**src/rtl/fp8_e4m3_encoder.sv**
```systemverilog
// Fixed-point (20-bit, LSB = 2^-9) to FP8 E4M3 encoder: one-bit-per-cycle normalize, RNE round.
// FP8ENC_SAT_EN: when defined, overflow saturates to +/-448; otherwise overflow yields NaN.
module fp8_e4m3_encoder (
    input  logic        clk,
    input  logic        rst_n,
    input  logic        in_valid,
    output logic        in_ready,
    input  logic [19:0] in_data,
    output logic        out_valid,
    input  logic        out_ready,
    output logic [7:0]  out_data,
    output logic        out_ovf
);

`ifdef FP8ENC_SAT_EN
    localparam logic [6:0] OVF_CODE = 7'h7E;
`else
    localparam logic [6:0] OVF_CODE = 7'h7F;
`endif

    typedef enum logic [1:0] {IDLE, NORM, ROUND, DONE} state_t;

    state_t      state, state_nx;
    logic        sign;
    logic [19:0] sh;
    logic [4:0]  p;

    logic [19:0] abs_in;
    logic        norm_stop;
    logic [4:0]  e_base, e_rnd;
    logic [2:0]  m_base, m_rnd;
    logic [3:0]  m_sum;
    logic        g_bit, t_bit, rnd_up, ovf;
    logic [7:0]  res;

    // Magnitude is 20-bit unsigned so -2^19 maps cleanly to 0x80000.
    assign abs_in    = in_data[19] ? (~in_data + 20'd1) : in_data;
    assign in_ready  = (state == IDLE);
    assign norm_stop = sh[19] | (p == 5'd3);

    always_comb begin
        e_base = sh[19] ? (p - 5'd2) : 5'd0;
        m_base = sh[18:16];
        g_bit  = sh[15];
        t_bit  = |sh[14:0];
        rnd_up = g_bit & (t_bit | m_base[0]);
        m_sum  = {1'b0, m_base} + {3'b000, rnd_up};
        // Mantissa carry-out bumps the exponent; the zeroed mantissa is m_sum[2:0].
        e_rnd  = e_base + {4'b0000, m_sum[3]};
        m_rnd  = m_sum[2:0];
        ovf    = (e_rnd >= 5'd16) | ((e_rnd == 5'd15) & (m_rnd == 3'b111));
        res    = ovf ? {sign, OVF_CODE} : {sign & (|sh), e_rnd[3:0], m_rnd};
    end

    always_ff @(posedge clk or negedge rst_n) begin
        if (!rst_n) state <= IDLE;
        else        state <= state_nx;
    end

    always_comb begin
        state_nx = state;
        case (state)
            IDLE:    if (in_valid)  state_nx = NORM;
            NORM:    if (norm_stop) state_nx = ROUND;
            ROUND:                  state_nx = DONE;
            DONE:    if (out_ready) state_nx = IDLE;
            default:                state_nx = IDLE;
        endcase
    end

    always_ff @(posedge clk or negedge rst_n) begin
        if (!rst_n) begin
            sign      <= 1'b0;
            sh        <= '0;
            p         <= 5'd19;
            out_valid <= 1'b0;
            out_data  <= 8'h00;
            out_ovf   <= 1'b0;
        end else begin
            case (state)
                IDLE: if (in_valid) begin
                    sign <= in_data[19];
                    sh   <= abs_in;
                    p    <= 5'd19;
                end
                NORM: if (!norm_stop) begin
                    sh <= sh << 1;
                    p  <= p - 5'd1;
                end
                ROUND: begin
                    out_data  <= res;
                    out_ovf   <= ovf;
                    out_valid <= 1'b1;
                end
                DONE: if (out_ready) out_valid <= 1'b0;
                default: ;
            endcase
        end
    end

endmodule

```
**config.mk**
```make
export PLATFORM = sky130hd
export DESIGN_NAME = fp8_e4m3_encoder
export DESIGN_NICKNAME = d
export VERILOG_FILES = /design/src/rtl/fp8_e4m3_encoder.sv
export SDC_FILE = /design/constraint.sdc
export NUM_CORES = 1
export LEC_CHECK = 0
export CORE_ASPECT_RATIO = 0.6
export CORE_MARGIN = 3
export CORE_UTILIZATION = 45
export DETAILED_ROUTE_END_ITERATION = 7
export GPL_ROUTABILITY_DRIVEN = 0
export PLACE_DENSITY = 0.77
export SYNTH_ARGS = -nofsm -noshare
export SYNTH_HDL_FRONTEND = slang
export SYNTH_SLANG_ARGS = --single-unit
```
**constraint.sdc**
```tcl
create_clock -name clk -period 2.1 [get_ports clk]
set_input_delay 0.21 -clock clk [delete_from_list [all_inputs] [get_ports clk]]
set_output_delay 0.21 -clock clk [all_outputs]
set_load 0.02 [all_outputs]
```
---- Word-level counts from Yosys, hierarchy flattened ----
Cells that the tools add are included.
word-level totals
  logic and storage cells ................. 54
  bits in registers ....................... 38
operators by class
  bitwise gates (word level) .............. 7
  $add $sub $neg .......................... 5
  equal/unequal tests ..................... 10
  multiplexer cells ....................... 15
  magnitude comparators ................... 1
  reductions and logical operators ........ 9
operators by type and width
  kind                                              count
  two-way mux 20 bit                                3
  case mux 20 bit (2 select lines)                  1
  adder 20 x 1 -> 20 bit, second input constant     1
  inverter 20 bit                                   1
  OR reduction 20 bit                               1
  two-way mux 5 bit                                 3
  OR reduction 15 bit                               1
  case mux 5 bit (2 select lines)                   1
  two-way mux 8 bit                                 1
  inequality test 2 bit, second input constant      4
  case mux 2 bit (4 select lines)                   1
  two-way mux 2 bit                                 3
  AND reduction 3 bit                               2
  adder 5 x 1 -> 5 bit                              1
  == test 5 x 2 -> 1 bit, second input constant     1
  == test 5 x 4 -> 1 bit, second input constant     1
  >= comparator 5 bit, second input constant        1
  subtractor 5 x 1 -> 5 bit, second input constant  1
  subtractor 5 x 2 -> 5 bit, second input constant  1
  adder 3 x 1 -> 4 bit                              1
  == test 2 bit, second input constant              2
  AND reduction 2 bit                               2
  nonzero test 2 bit                                2
  bitwise AND 1 bit                                 3
  other kinds (6)                                   8

---- Depth between registers and ports, before layout ----
Gate-level depths: netlist of the first run.
  word-level depth ........................ 9
  mapped depth ............................ 8
  gate-level depth less buffers ........... 8

---- Worst setup path after synthesis of the first run ----
Ideal clock, no wire load.
  path type ............................... register to register
  start point ............................. reg state[0]
  end point ............................... reg sh[13]
  path buffers ............................ 0
  data arrival time ....................... 1.898 ns
  cell stages (with the launch flop) ...... 7
  library setup time ...................... 0.069 ns
  setup slack ............................. 0.133 ns
  cells stage by stage .................... dfrtp_1 > inv_1 > ha_1 > nor2b_1 > o21ai_2 > or4_1 > nand3_1
on the way
  cells in the longest elaborated chain, start to end .. 3
  elaborated cells between the ends (all ways) .. 7
ends and longest elaborated chain
  item                                                                                 line  source
  start, declared                                                                      23    state_t state, state_nx;
  start signal, assigned                                                               57    else state <= state_nx;
  logical NOT 2 bit (*)                                                                n/a
  net in_ready                                                                         7     output logic in_ready,
  inequality test 2 bit (no source line) / nonzero test 2 bit (equally long branches)  n/a
  AND reduction 3 bit (no source line)                                                 n/a
  end signal, assigned                                                                 83    sh <= abs_in;
  end signal, assigned                                                                 87    sh <= sh << 1;
  end, declared                                                                        25    logic [19:0] sh;
Mark *: on every way through the listed nets, which the timed path passes. The rest lies on a longest branch.
A chain may end at the register's enable or synchronous reset.

---- Worst setup path in the final report of the first run ----
  start point ............................. reg p[0]
  end point ............................... reg sh[13]
on the way
  cells in the longest elaborated chain, start to end .. 4
ends and longest elaborated chain
  item                                    line  source
  start, declared                         26    logic [4:0] p;
  start signal, assigned                  88    p <= p - 5'd1;
  == test 5 x 2 -> 1 bit                  39    assign norm_stop = sh[19] | (p == 5'd3);
  bitwise OR 1 bit                        39
  inequality test 2 bit (no source line)  n/a
  AND reduction 3 bit (no source line)    n/a
No other way between the ends.

==> impl_metrics.xml, run 1 <==
<?xml version="1.0" encoding="UTF-8"?>
<metrics>
  <group name="run_status">
    <metric name="outcome" unit="">finished clean</metric>
  </group>
  <group name="floorplanning">
    <metric name="core.rowCount" unit="">20</metric>
    <metric name="die_span_x" unit="um">103</metric>
    <metric name="effective_utilization_at_floorplan" unit="%">48.3</metric>
    <metric name="die_area" unit="um2">6580</metric>
    <metric name="coreArea" unit="um2">5230</metric>
    <metric name="ioPinCount" unit="">35</metric>
    <metric name="die_h" unit="um">64.0</metric>
  </group>
  <group name="placed_design">
    <metric name="port_buffers" unit="">34</metric>
    <metric name="placement.cell_area" unit="um2">3180</metric>
    <metric name="place.detailed.instances" unit="">407</metric>
    <metric name="dpl.hpwl" unit="um">5580</metric>
    <metric name="pre_cts_slack" unit="ns">-0.228</metric>
  </group>
  <group name="setup_path">
    <metric name="startpoint_of_the_most_critical_setup_path" unit="">p[0]</metric>
    <metric name="cp-endpoint" unit="">sh[13]</metric>
    <metric name="data_arrival_time_of_the_worst_path" unit="ns">2.28</metric>
    <metric name="start_kind" unit="">flip-flop</metric>
    <metric name="reg2reg_setup_slack" unit="ns">0.04</metric>
    <metric name="r2r.worst_path.cells" unit="">8</metric>
    <metric name="crit_path_max_fanout" unit="">6</metric>
    <metric name="timing_worst_setup_path_type" unit="">reg -&gt; reg</metric>
    <metric name="worst_setup_path_end_kind" unit="">flip-flop</metric>
    <metric name="rr_startpoint" unit="">p[0]</metric>
    <metric name="worstPathRequired" unit="ns">2.32</metric>
    <metric name="reg2reg_to" unit="">sh[13]</metric>
  </group>
  <group name="timing">
    <metric name="achievable-frequency" unit="GHz">0.485</metric>
    <metric name="period_minus_slack" unit="ns">2.06</metric>
    <metric name="maxSlewViolCount" unit="">0</metric>
    <metric name="setup_violations" unit="">0</metric>
    <metric name="timing_hold_violations_final" unit="">0</metric>
    <metric name="rsz0062_at_grt" unit="">true</metric>
    <metric name="postLayoutSetupSlackWorst" unit="ns">0.0397</metric>
    <metric name="worst_clock_skew" unit="ns">0.00362</metric>
    <metric name="final_min_period_over_clock_period" unit="%">98.1</metric>
    <metric name="worstMarginPinSlew" unit="ns">0.856</metric>
    <metric name="max_slew_margin" unit="%">42.9</metric>
  </group>
  <group name="clocking">
    <metric name="cts.root.buffer_cell" unit="">clkbuf_8</metric>
    <metric name="cts_hold_buf" unit="">0</metric>
    <metric name="htree_levels" unit="">2</metric>
    <metric name="cts_buffer_depth" unit="">2</metric>
    <metric name="worst_setup_hold_path_clk_slew" unit="ns">0.08</metric>
    <metric name="worst_skew_pair.late_latency" unit="ns">0.29</metric>
    <metric name="cts-buffers-inserted" unit="">5</metric>
    <metric name="number_of_sinks_on_the_clock_net" unit="">38</metric>
    <metric name="tritoncts_clock_tree" unit="">done</metric>
  </group>
  <group name="pwr">
    <metric name="cellLeakagePower" unit="nW">1.41</metric>
    <metric name="vdd_ir_drop_max" unit="mV">0.643</metric>
    <metric name="areal_power_density_over_the_cells" unit="nW/um2">1470</metric>
    <metric name="totalPowerFinal" unit="mW">5.01</metric>
  </group>
  <group name="route">
    <metric name="drt-wirelength-per-cell" unit="um">17.6</metric>
    <metric name="via_count" unit="">2509</metric>
    <metric name="drt-total-wl" unit="um">7420</metric>
    <metric name="drt_first_iter_violations" unit="">292</metric>
    <metric name="detail_route.drc_violations" unit="">0</metric>
    <metric name="antenna_left" unit="">0</metric>
    <metric name="firstDrtPassIters" unit="">5</metric>
    <metric name="routed_via_density" unit="">5.96</metric>
  </group>
  <group name="logic_synthesis">
    <metric name="seq_area_frac_synth" unit="%">37.8</metric>
    <metric name="netlist-cell-type-count" unit="">55</metric>
    <metric name="synth-edff-count" unit="">0</metric>
    <metric name="asyncSetResetFlopFracSynth" unit="%">100</metric>
    <metric name="yosysWarnings" unit="">0</metric>
    <metric name="dominant_register_cell_in_the_synthesized_netlist" unit="">dfrtp_1</metric>
    <metric name="postSynthCellCount" unit="">280</metric>
    <metric name="post_synthesis_register_bit_count" unit="">38</metric>
    <metric name="syn_avg_cell_area" unit="um2">9.02</metric>
    <metric name="syn_nets" unit="">316</metric>
    <metric name="syn-cell-area" unit="um2">2530</metric>
  </group>
  <group name="min_path">
    <metric name="worstHoldPathType" unit="">in -&gt; async</metric>
  </group>
  <group name="layout">
    <metric name="final_cell_area" unit="um2">3410</metric>
    <metric name="layout-drive-gt1-share" unit="%">21.4</metric>
    <metric name="layout-area-overhead-vs-synth" unit="%">34.8</metric>
    <metric name="layout.nets" unit="">390</metric>
    <metric name="diodes" unit="">0</metric>
    <metric name="layout.cells.non_filler" unit="">421</metric>
    <metric name="fill_cells" unit="">421</metric>
  </group>
  <group name="global_routing">
    <metric name="grt-ovfl-total" unit="">0</metric>
    <metric name="number_of_global_route_vias_before_repair" unit="">2316</metric>
    <metric name="grt_usage" unit="%">22.9</metric>
    <metric name="grt_antenna_before_repair" unit="">0</metric>
    <metric name="pin_count_of_the_biggest_net_entering_global_routing" unit="">39</metric>
    <metric name="grt_first_pass_wirelength" unit="um">11700</metric>
  </group>
  <group name="run">
    <metric name="max_cap_violations" unit="">0</metric>
  </group>
</metrics>
-- routing by layer --
metal	GRT usage (%)	up-vias	part of all wire (%)
met5	0	-	0
li1	-	1177	-
met4	4.58	0	0.92
met2	30.1	137	40
met1	35.5	1185	48
met3	8.07	10	11
-- worst min-delay path by stage --
stage,to,cells after the start
2_1_floorplan,out_data[0],0
4_1_cts,out_data[4],1
5_1_grt,out_data[4],1
3_3_place_gp,out_data[4],1
3_5_place_dp,out_data[4],1
6_report,out_data[5],1
-- power breakdown --
| group | switching, mW | internal [mW] |
|---|---|---|
| sequential | 0.338 | 1.12 |
| combinational | 1.56 | 1.35 |
| clock | 0.286 | 0.354 |
-- flip-flops by register name, summed over array words and instances, names as in the netlist --
| name | flops |
|---|---|
| state | 2 |
| out_valid | 1 |
| out_ovf | 1 |
| sign | 1 |
| sh | 20 |
| p | 5 |
| out_data | 8 |
-- cells in the mapped netlist (all sizes together), types with 3 or more instances --
cell type,n,area (um2)
nor2b,6,37.5
o22a,5,43.8
xnor2,11,96.3
nor2,21,78.8
o21ai,36,184
mux2i,7,70.1
o41ai,3,33.8
dfrtp,35,876
o211ai,4,30.0
clkbuf,7,26.3
nand2,20,75.1
dfstp,3,78.8
a21oi,13,65.1
nand4,4,25.0
nor4,8,56.3
nor3,3,15.0
or2,3,18.8
xor2,11,96.3
or4,3,26.3
o31ai,7,52.6
ha,12,150
inv,14,52.6
o221ai,5,43.8
and3,3,18.8
buf,4,20.0
-- critical path: stages, from the launching register on --
cell	delay, ns
dfstp_2	0.40
ha_1	0.19
nor4b_2	0.15
buf_4	0.16
nor3b_4	0.26
o21ai_2	0.13
buf_6	0.15
or4_1	0.46
nand3_1	0.10
-- area by class of cell --
cell class	count	area [um2]	share of cell area, %
multi-input combinational	217	1540	45.1
sequential	38	955	28.0
timing repair buffer	78	667	19.6
tap	66	82.6	2.42
clock buffer	5	68.8	2.02
inverter	14	52.6	1.54
clock inverter	3	45.0	1.32
-- layout by cell type, fill, tap and decap left out, drive strengths merged, types with 7 or more instances in the layout --
cell           netlist  routed
nor2                21      21
o21ai               36      36
mux2i                7       7
clkdlybuf4s50        0      33
dfrtp               35      35
a21oi               13      13
o31ai                7       7
xor2                11      11
ha                  12      12
nand2               20      20
nor4                 8       8
xnor2               11      11
inv                 14      14
buf                  4      45
-- what timing repair did --
action,CTS,global route
setup buffers,0,5
resized for setup,1,14
pin swaps,0,8
gates cloned,0,1
endpoints found under the setup margin,5,16
-- logic make-up after synthesis --
logic type / count (synthesis) / synth area share (%)
compound gates: 88 / 22.8
xor+xnor: 22 / 7.63
fa+ha+maj: 12 / 5.94
buf+inv: 25 / 3.91
flops: 38 / 37.8
mux: 8 / 3.22
simple gates: 87 / 18.7
-- metrics by stage --
stage | util, % | hold slack [ns] | TNS (ns)
2_1_floorplan | - | -0.0856 | 0
5_1_grt | 65.1 | 0.0836 | -0.122
4_1_cts | 63.1 | 0.0511 | 0
6_report | 65.1 | 0.0211 | 0
3_5_place_dp | 60.9 | 0.366 | -1.37
3_3_place_gp | 60.9 | 0.367 | -0.559
No activity file was read; power rests on OpenSTA's default activity.
==> inputs of run 2 (changes only) <==
Settings changed: HOLD_SLACK_MARGIN set to 0.08.
==> impl_metrics.xml, run 2 (synthesis results as in run 1) <==
<?xml version="1.0" encoding="UTF-8"?>
<metrics>
  <group name="setup_path">
    <metric name="critical_path.top_delay_family" unit="">simple AND/OR/NAND/NOR gates</metric>
    <metric name="rr_startpoint" unit="">p[0]</metric>
    <metric name="crit_path_max_fanout" unit="">6</metric>
    <metric name="data_arrival_time_of_the_worst_path" unit="ns">2.28</metric>
    <metric name="cpMaxStageDelayCell" unit="">or4_1</metric>
    <metric name="timing_worst_setup_path_type" unit="">reg -&gt; reg</metric>
    <metric name="worstPathRequired" unit="ns">2.32</metric>
    <metric name="crit_path_max_incr_delay" unit="ns">0.46</metric>
    <metric name="start_kind" unit="">flip-flop</metric>
    <metric name="cell_chain_critical_path" unit="">ha_1 &gt; nor4b_2 &gt; buf_4 &gt; nor3b_4 &gt; o21ai_2 &gt; buf_6 &gt; or4_1 &gt; nand3_1</metric>
    <metric name="worst_setup_path_end_kind" unit="">flip-flop</metric>
    <metric name="worstPathBufferInverterCount" unit="">2</metric>
    <metric name="startpoint_of_the_most_critical_setup_path" unit="">p[0]</metric>
  </group>
  <group name="layout">
    <metric name="reg.largest.list" unit="">sh (20), out_data (8), p (5)</metric>
    <metric name="layout_common_cells" unit="">buf_4, dfrtp_1, clkdlybuf4s50_1</metric>
    <metric name="fill_cells" unit="">420</metric>
    <metric name="final_cell_area" unit="um2">3420</metric>
    <metric name="flip_flop_count_of_the_largest_register_all_copies_and_words_added" unit="">20</metric>
    <metric name="max_flop_register" unit="">sh</metric>
    <metric name="layout-area-overhead-vs-synth" unit="%">35.2</metric>
    <metric name="regArea" unit="um2">955</metric>
    <metric name="multiInputGateArea" unit="um2">1540</metric>
    <metric name="postLayoutCoreUtil" unit="%">65.3</metric>
    <metric name="layout-drive-gt1-share" unit="%">21.3</metric>
    <metric name="layout.nets" unit="">391</metric>
    <metric name="final_common_cell" unit="">buf_4</metric>
    <metric name="diodes" unit="">0</metric>
  </group>
  <group name="route">
    <metric name="drt-total-wl" unit="um">7450</metric>
    <metric name="drt_first_iter_violations" unit="">334</metric>
    <metric name="firstDrtPassIters" unit="">5</metric>
    <metric name="drt-wirelength-per-cell" unit="um">17.6</metric>
    <metric name="routed_via_density" unit="">5.89</metric>
    <metric name="detail_route.drc_violations" unit="">0</metric>
    <metric name="via_count" unit="">2484</metric>
    <metric name="antenna_left" unit="">0</metric>
  </group>
  <group name="clocking">
    <metric name="worst_setup_hold_path_clk_slew" unit="ns">0.09</metric>
    <metric name="htree_levels" unit="">2</metric>
    <metric name="number_of_sinks_on_the_clock_net" unit="">38</metric>
    <metric name="worst_skew_pair.late_latency" unit="ns">0.29</metric>
    <metric name="cts-buffers-inserted" unit="">5</metric>
    <metric name="cts_buffer_depth" unit="">2</metric>
    <metric name="tritoncts_clock_tree" unit="">done</metric>
    <metric name="cts.root.buffer_cell" unit="">clkbuf_8</metric>
  </group>
  <group name="floorplanning">
    <metric name="die_area" unit="um2">6580</metric>
    <metric name="ioPinCount" unit="">35</metric>
    <metric name="coreArea" unit="um2">5230</metric>
    <metric name="effective_utilization_at_floorplan" unit="%">48.3</metric>
    <metric name="die_span_x" unit="um">103</metric>
    <metric name="core.rowCount" unit="">20</metric>
    <metric name="die_h" unit="um">64.0</metric>
  </group>
  <group name="placed_design">
    <metric name="placement.cell_area" unit="um2">3180</metric>
    <metric name="pre_cts_slack" unit="ns">-0.228</metric>
    <metric name="dpl.hpwl" unit="um">5580</metric>
    <metric name="port_buffers" unit="">34</metric>
  </group>
  <group name="global_routing">
    <metric name="number_of_global_route_vias_before_repair" unit="">2314</metric>
    <metric name="grt_first_pass_wirelength" unit="um">11700</metric>
    <metric name="grt_antenna_before_repair" unit="">0</metric>
    <metric name="grt_usage" unit="%">22.9</metric>
    <metric name="pin_count_of_the_biggest_net_entering_global_routing" unit="">39</metric>
    <metric name="grt-ovfl-total" unit="">0</metric>
  </group>
  <group name="timing">
    <metric name="tns" unit="ns">0</metric>
    <metric name="period_minus_slack" unit="ns">2.06</metric>
    <metric name="achievable-frequency" unit="GHz">0.486</metric>
    <metric name="setup_violations" unit="">0</metric>
    <metric name="final_min_period_over_clock_period" unit="%">97.9</metric>
    <metric name="maxSlewViolCount" unit="">0</metric>
    <metric name="rsz0062_at_grt" unit="">true</metric>
    <metric name="worstMarginPinSlew" unit="ns">0.876</metric>
    <metric name="max_slew_margin" unit="%">41.6</metric>
    <metric name="postLayoutSetupSlackWorst" unit="ns">0.0431</metric>
    <metric name="worst_clock_skew" unit="ns">0.00884</metric>
    <metric name="timing_hold_violations_final" unit="">0</metric>
  </group>
  <group name="pwr">
    <metric name="vdd_ir_drop_max" unit="mV">0.641</metric>
    <metric name="areal_power_density_over_the_cells" unit="nW/um2">1460</metric>
    <metric name="totalPowerFinal" unit="mW">5.00</metric>
    <metric name="cellLeakagePower" unit="nW">1.42</metric>
  </group>
  <group name="run_status">
    <metric name="outcome" unit="">finished clean</metric>
  </group>
  <group name="min_path">
    <metric name="min_from" unit="">out_data[7]</metric>
    <metric name="worstHoldPathType" unit="">reg -&gt; reg</metric>
  </group>
  <group name="run">
    <metric name="max_cap_violations" unit="">0</metric>
  </group>
</metrics>
## run 2: changes by cell type in the layout (fill, tap and decap cells not counted)
cell	before	now
dlygate4sd3_1	0	1
## run 2: layout make-up
class                           instances  share of cell area [%]
Multi-Input combinational cell        217                    44.9
Timing Repair Buffer                   79                    19.8
Inverter                               14                    1.54
Sequential cell                        38                    27.9
Clock inverter                          3                    1.32
Tap cell                               66                    2.42
Clock buffer                            5                    2.01
## run 2: what timing repair did
action / 4_1_cts / 5_1_grt
endpoints found under the setup margin: 5 / 16
hold endpoints to repair: 35 / 0
gates cloned: 0 / 1
pin swaps: 0 / 8
setup buffers: 0 / 5
hold buffers: 1 / 0
resized for setup: 1 / 14
## run 2: worst reg2reg max path, delay by kind of cell, from the launching register on
kind                       cells  cell delay, ns
and+or+nand+nor                4            0.97
DFF                            1            0.40
buffers and inverters          2            0.31
adders and majority gates      1            0.19
AOI/OAI and AO/OA              1            0.13
## run 2: routing by layer
| metal | wire length, um | vias to the layer above | GRT usage (%) | part of all wire, % |
|---|---|---|---|---|
| met3 | 747 | 6 | 8.07 | 10 |
| met5 | 0 | - | 0 | 0 |
| met4 | 39 | 0 | 4.58 | 0.52 |
| li1 | - | 1178 | - | - |
| met2 | 3040 | 115 | 30.0 | 41 |
| met1 | 3620 | 1185 | 35.5 | 49 |
## run 2: report_power, final
group	switching (mW)	internal [mW]	leakage (nW)
clock	0.285	0.354	0.0504
sequential	0.333	1.12	0.452
combinational	1.56	1.35	0.915
## run 2: path summary, 6_finish.rpt
check                                    to  slack (ns)  depth (start not counted)
worst min-delay path            out_data[7]        0.52                          2
max in group asynchronous            sh[19]        0.97                          2
worst min register to register  out_data[7]        0.52                          2
min in group asynchronous       out_data[5]        0.57                          2
worst max-delay path                 sh[13]        0.04                          8
worst max register to register       sh[13]        0.04                          8
## run 2: stage by stage
step	instances	hold WS, ns
final	422	0.519
after global routing	422	0.542
after CTS	416	0.513
after detailed placement	407	0.366
after global placement	407	0.367
after floorplan	280	-0.0856
